$ cat src/rtl/sipo_rx_ctrl.sv
// sipo_rx_ctrl: start-bit detect, WIDTH-bit MSB-first capture, stop-bit check and
// valid/ready word hand-off. Define SIPO_RX_PARITY_EN for an even-parity bit after the data.
module sipo_rx_ctrl #(
  parameter int unsigned WIDTH = 8
) (
  input  logic             clk,
  input  logic             rst_n,
  input  logic             bit_en,
  input  logic             din,
  output logic [WIDTH-1:0] dout,
  output logic             dout_valid,
  input  logic             dout_ready,
  output logic             busy,
  output logic             frm_err,
  output logic             par_err,
  output logic             overrun
);
  localparam int unsigned   CW   = $clog2(WIDTH + 1);
  localparam logic [CW-1:0] LAST = CW'(WIDTH - 1);

`ifdef SIPO_RX_PARITY_EN
  typedef enum logic [1:0] {IDLE, DATA, PARITY, STOP} state_t;
`else
  typedef enum logic [1:0] {IDLE, DATA, STOP} state_t;
`endif

  state_t           state, state_d;
  logic [WIDTH-1:0] sr, sr_d, dout_d;
  logic [CW-1:0]    cnt, cnt_d;
  logic             stop_eval, good, load;
  logic             valid_d, busy_d, frm_d, ovr_d;
  logic             par_bad;

  always_ff @(posedge clk or negedge rst_n) begin
    if (!rst_n) state <= IDLE;
    else        state <= state_d;
  end

  always_comb begin
    state_d = state;
    if (bit_en) begin
      case (state)
        IDLE: if (!din) state_d = DATA;
`ifdef SIPO_RX_PARITY_EN
        DATA:   if (cnt == LAST) state_d = PARITY;
        PARITY: state_d = STOP;
`else
        DATA:   if (cnt == LAST) state_d = STOP;
`endif
        STOP:    state_d = IDLE;
        default: state_d = IDLE;
      endcase
    end
  end

  always_comb begin
    sr_d      = sr;
    cnt_d     = cnt;
    stop_eval = bit_en && (state == STOP);
    good      = stop_eval && din && !par_bad;
    load      = good && (!dout_valid || dout_ready);
    frm_d     = stop_eval && !din;
    ovr_d     = good && dout_valid && !dout_ready;
    dout_d    = load ? sr : dout;
    valid_d   = load ? 1'b1 : (dout_valid && !dout_ready);
    // busy also covers the cycle after the stop sample, alongside the result outputs
    busy_d    = (state_d != IDLE) || stop_eval;
    if (bit_en && (state == IDLE) && !din) cnt_d = '0;
    if (bit_en && (state == DATA)) begin
      sr_d  = {sr[WIDTH-2:0], din};
      cnt_d = cnt + CW'(1);
    end
  end

  always_ff @(posedge clk or negedge rst_n) begin
    if (!rst_n) begin
      sr         <= '0;
      cnt        <= '0;
      dout       <= '0;
      dout_valid <= 1'b0;
      busy       <= 1'b0;
      frm_err    <= 1'b0;
      overrun    <= 1'b0;
    end else begin
      sr         <= sr_d;
      cnt        <= cnt_d;
      dout       <= dout_d;
      dout_valid <= valid_d;
      busy       <= busy_d;
      frm_err    <= frm_d;
      overrun    <= ovr_d;
    end
  end

`ifdef SIPO_RX_PARITY_EN
  logic par_bad_d, par_d;

  always_comb begin
    par_bad_d = par_bad;
    if (bit_en && (state == IDLE) && !din) par_bad_d = 1'b0;
    if (bit_en && (state == PARITY))       par_bad_d = ((^sr) != din);
    par_d = stop_eval && din && par_bad;
  end

  always_ff @(posedge clk or negedge rst_n) begin
    if (!rst_n) begin
      par_bad <= 1'b0;
      par_err <= 1'b0;
    end else begin
      par_bad <= par_bad_d;
      par_err <= par_d;
    end
  end
`else
  assign par_bad = 1'b0;
  assign par_err = 1'b0;
`endif

endmodule
$ cat config.mk
export PLATFORM = sky130hd
export DESIGN_NAME = sipo_rx_ctrl
export DESIGN_NICKNAME = d
export VERILOG_FILES = /design/src/rtl/sipo_rx_ctrl.sv
export SDC_FILE = /design/constraint.sdc
export NUM_CORES = 1
export LEC_CHECK = 0
export CAP_MARGIN = 5
export CORE_MARGIN = 1.5
export CORE_UTILIZATION = 40
export CTS_CLUSTER_DIAMETER = 50
export DETAILED_ROUTE_END_ITERATION = 7
export PLACE_DENSITY = 0.71
export SLEW_MARGIN = 20
export SYNTH_ARGS = -nofsm -noshare
export SYNTH_HDL_FRONTEND = slang
export SYNTH_SLANG_ARGS = --single-unit
$ cat constraint.sdc
create_clock -name clk -period 2.77 [get_ports clk]
set_clock_uncertainty 0.15 [all_clocks]
set_input_delay 0.554 -clock clk [delete_from_list [all_inputs] [get_ports clk]]
set_output_delay 0.554 -clock clk [all_outputs]
set_load 0.05 [all_outputs]
==> summary.txt <==
final worst-path setup slack - 0.561 ns
Hold EP - dout[7]$_DFFE_PN0P_
syn_nets - 85
CTS tree - built
largest net degree at the start of global routing - 27
mapped cell area - 1150 um^2
Root Driver - clkbuf_4
global-route wire length before repair - 2870 um
crit path launch type - register
ratio of cells with drive above 1 in the final layout - 28.1%
Area Growth Syn to Fin - 19.7%
RR Startpoint - state[0]$_DFF_PN0_
CTS sink count - 26
final period utilization - 79.8%
CP max stage delay - 0.80 ns
global router's overall resource usage - 11.9%
peak supply drop - 0.000565 V
Post-Synthesis Cells - 79
ys flop type - dfrtp_1
GR Overflow Total - 0
largest family of logic cells by synthesized area - multiplexers
Reg2Reg Setup Slack - 0.88 ns
clock slew at reported path FFs - 0.14 ns
dpl ws - 0.387 ns
FF+latch count, synth - 26
hpwl dp - 1190 um
Min Hold Slack - 0.375 ns
sequential share of the synthesized area - 56.5%
Synth Area in Adders - 1.09%
Compound-Gate Fraction of Synth Area - 7.71%
# rows - 19
Yosys top cell by area - dfrtp_1
DRT iter0 DRCs - 3
Post-synth ARST share - 100%
Die X-Extent - 56.7 um
Synth cell types - 31
Tmin final - 2.21 ns
Fin. Hold Viols - 0
CP bufs+invs - 1
Min-Delay Path Depth - 1
Avg WL per Cell - 13.2 um
max_cap viols - 0
critical path arrival - 1.51 ns
Pwr Density - 905 nW/um^2
Syn Area/Cell - 14.6 um^2
slowest CP cell - clkdlybuf4s50_1
WS Path Type - register to output port
CP Depth - 1
Hold Path Origin - sr[7]$_DFFE_PN0P_
final wirelength - 1670 um
FMAX - 0.453 GHz
I/O pin count - 18
RSZ-0062 raised after global routing - no
CP required - 2.07 ns
clk buf depth - 2
initial antenna violation count - 0
share of the synthesized area in the top cell type - 56.5%
Tightest Hold Check Type - register to register
GP Congestion - 0.686
Slew Limit Fails - 0
Chip Height - 56.7 um
number of buffers added for setup after CTS - 0
Worst-Skew Late Latency - 0.32 ns
Die ar. - 3210 um^2
post_cts resized - 0
CTS H-tree lvls - 1
TritonRoute pass-1 iters - 4
R2R depth - 3
XOR/XNOR Fraction of Synth Area - 0%
leakage - 0.639 nW
number of global-route vias before repair - 616
setup TNS - 0 ns
crit-path max FO - 2
Starting Density - 42.2%
Worst R2R End - dout[1]$_DFFE_PN0P_
via count - 664
Max-slew headroom - 62.2%
Final ANT Viol Nets - 0
fillcell total - 229
final net count - 103
Vias/cell - 5.23
Inserted Clock Buffers - 3
critical path, cell by cell - clkdlybuf4s50_1
area of the core - 2730 um^2
I/O Buffers - 16
EDFF count, synth - 0
worst-margin pin slew - 0.565 ns
remaining routing DRC violations - 0
Post-CTS Hold Buffers - 0
fraction of synthesized area in multiplexers - 18.2%
Ant. Diodes - 0
CP delay by family, top - buffers and inverters
simple-gate portion of the synthesized area - 12.1%
# setup viols final - 0
status - complete, no violations
Yosys warnings - 0
top area cells in the synthesized netlist - dfrtp_1 56%, mux2_4 10%, mux2_2 7.8%
crit path capture type - output port
registers in the layout, summed over array words and instances (netlist names):
signal	flops
state	2
dout	8
frm_err	1
sr	8
busy	1
overrun	1
dout_valid	1
cnt	4
cell usage in the layout (no fill, tap or decap), drive strengths merged, types with 2 or more instances in the layout:
master	count
dfrtp	26
clkbuf	3
nor2b	2
o21ai	4
buf	2
clkdlybuf4s50	16
a21o	2
inv	2
nor2	2
mux2	16
a22o	2
nand2	2
cell usage after synthesis, types with 2 or more instances:
cell type  instances
dfrtp_1           26
mux2_2             8
mux2_4             8
o21ai_0            3
a21o_1             2
a22o_1             2
buf_2              2
buf_6              2
inv_1              2
nand2_1            2
nor2_1             2
kinds of logic after synthesis:
logic type,count (synthesis)
buffers and inverters,7
other,1
AOI/OAI and AO/OA,12
and+or+nand+nor,16
muxes,16
adders and majority gates,1
DFF,26
routing by layer:
layer / vias to the layer above / part of all wire, % / track usage (%)
met5: - / 0 / 0
met1: 332 / 46 / 14.3
li1: 317 / - / -
met2: 13 / 49 / 19.1
met3: 2 / 4.4 / 4.38
met4: 0 / 0.78 / 5.10
metrics by stage:
| step | std cells | utilization, % | power (W) | area [um^2] |
|---|---|---|---|---|
| CTS | 127 | 50.4 | 0.00126 | 1380 |
| finish | 127 | 50.4 | 0.00125 | 1380 |
| detailed placement | 123 | 48.5 | 0.00101 | 1330 |
| global placement | 123 | 48.5 | 0.000987 | 1330 |
| floorplan | 79 | - | 0.000893 | 1150 |
| global route | 127 | 50.4 | 0.00133 | 1380 |
where the power goes:
group | leakage [nW] | internal [W] | switching, W | total [W]
clock | 0.0279 | 0.000146 | 0.000110 | 0.000256
combinational | 0.277 | 0.000205 | 0.000185 | 0.000390
sequential | 0.334 | 0.000495 | 0.000106 | 0.000602
total | 0.639 | 0.000847 | 0.000401 | 0.00125
worst max path at each step:
| stage | from | endpoint | slack (ns) |
|---|---|---|---|
| global placement | din | dout[1]$_DFFE_PN0P_ | 0.41 |
| finish | dout[7]$_DFFE_PN0P_ | dout[7] | 0.56 |
| CTS | dout[1]$_DFFE_PN0P_ | dout[1] | 0.53 |
| global route | dout[7]$_DFFE_PN0P_ | dout[7] | 0.48 |
| floorplan | dout_valid$_DFF_PN0_ | dout[0]$_DFFE_PN0P_ | 1.16 |
| detailed placement | din | dout[1]$_DFFE_PN0P_ | 0.39 |
cell type report:
| type | instances | area [um^2] | share of cell area, % |
|---|---|---|---|
| clock inverters | 1 | 30.0 | 2.18 |
| multi-input cells | 46 | 454 | 32.9 |
| clock buffers | 3 | 22.5 | 1.63 |
| inverters | 2 | 7.51 | 0.544 |
| well taps | 31 | 38.8 | 2.81 |
| flip-flops and latches | 26 | 651 | 47.2 |
| repair buffers | 18 | 175 | 12.7 |
Power figures use the tool's default switching activity.
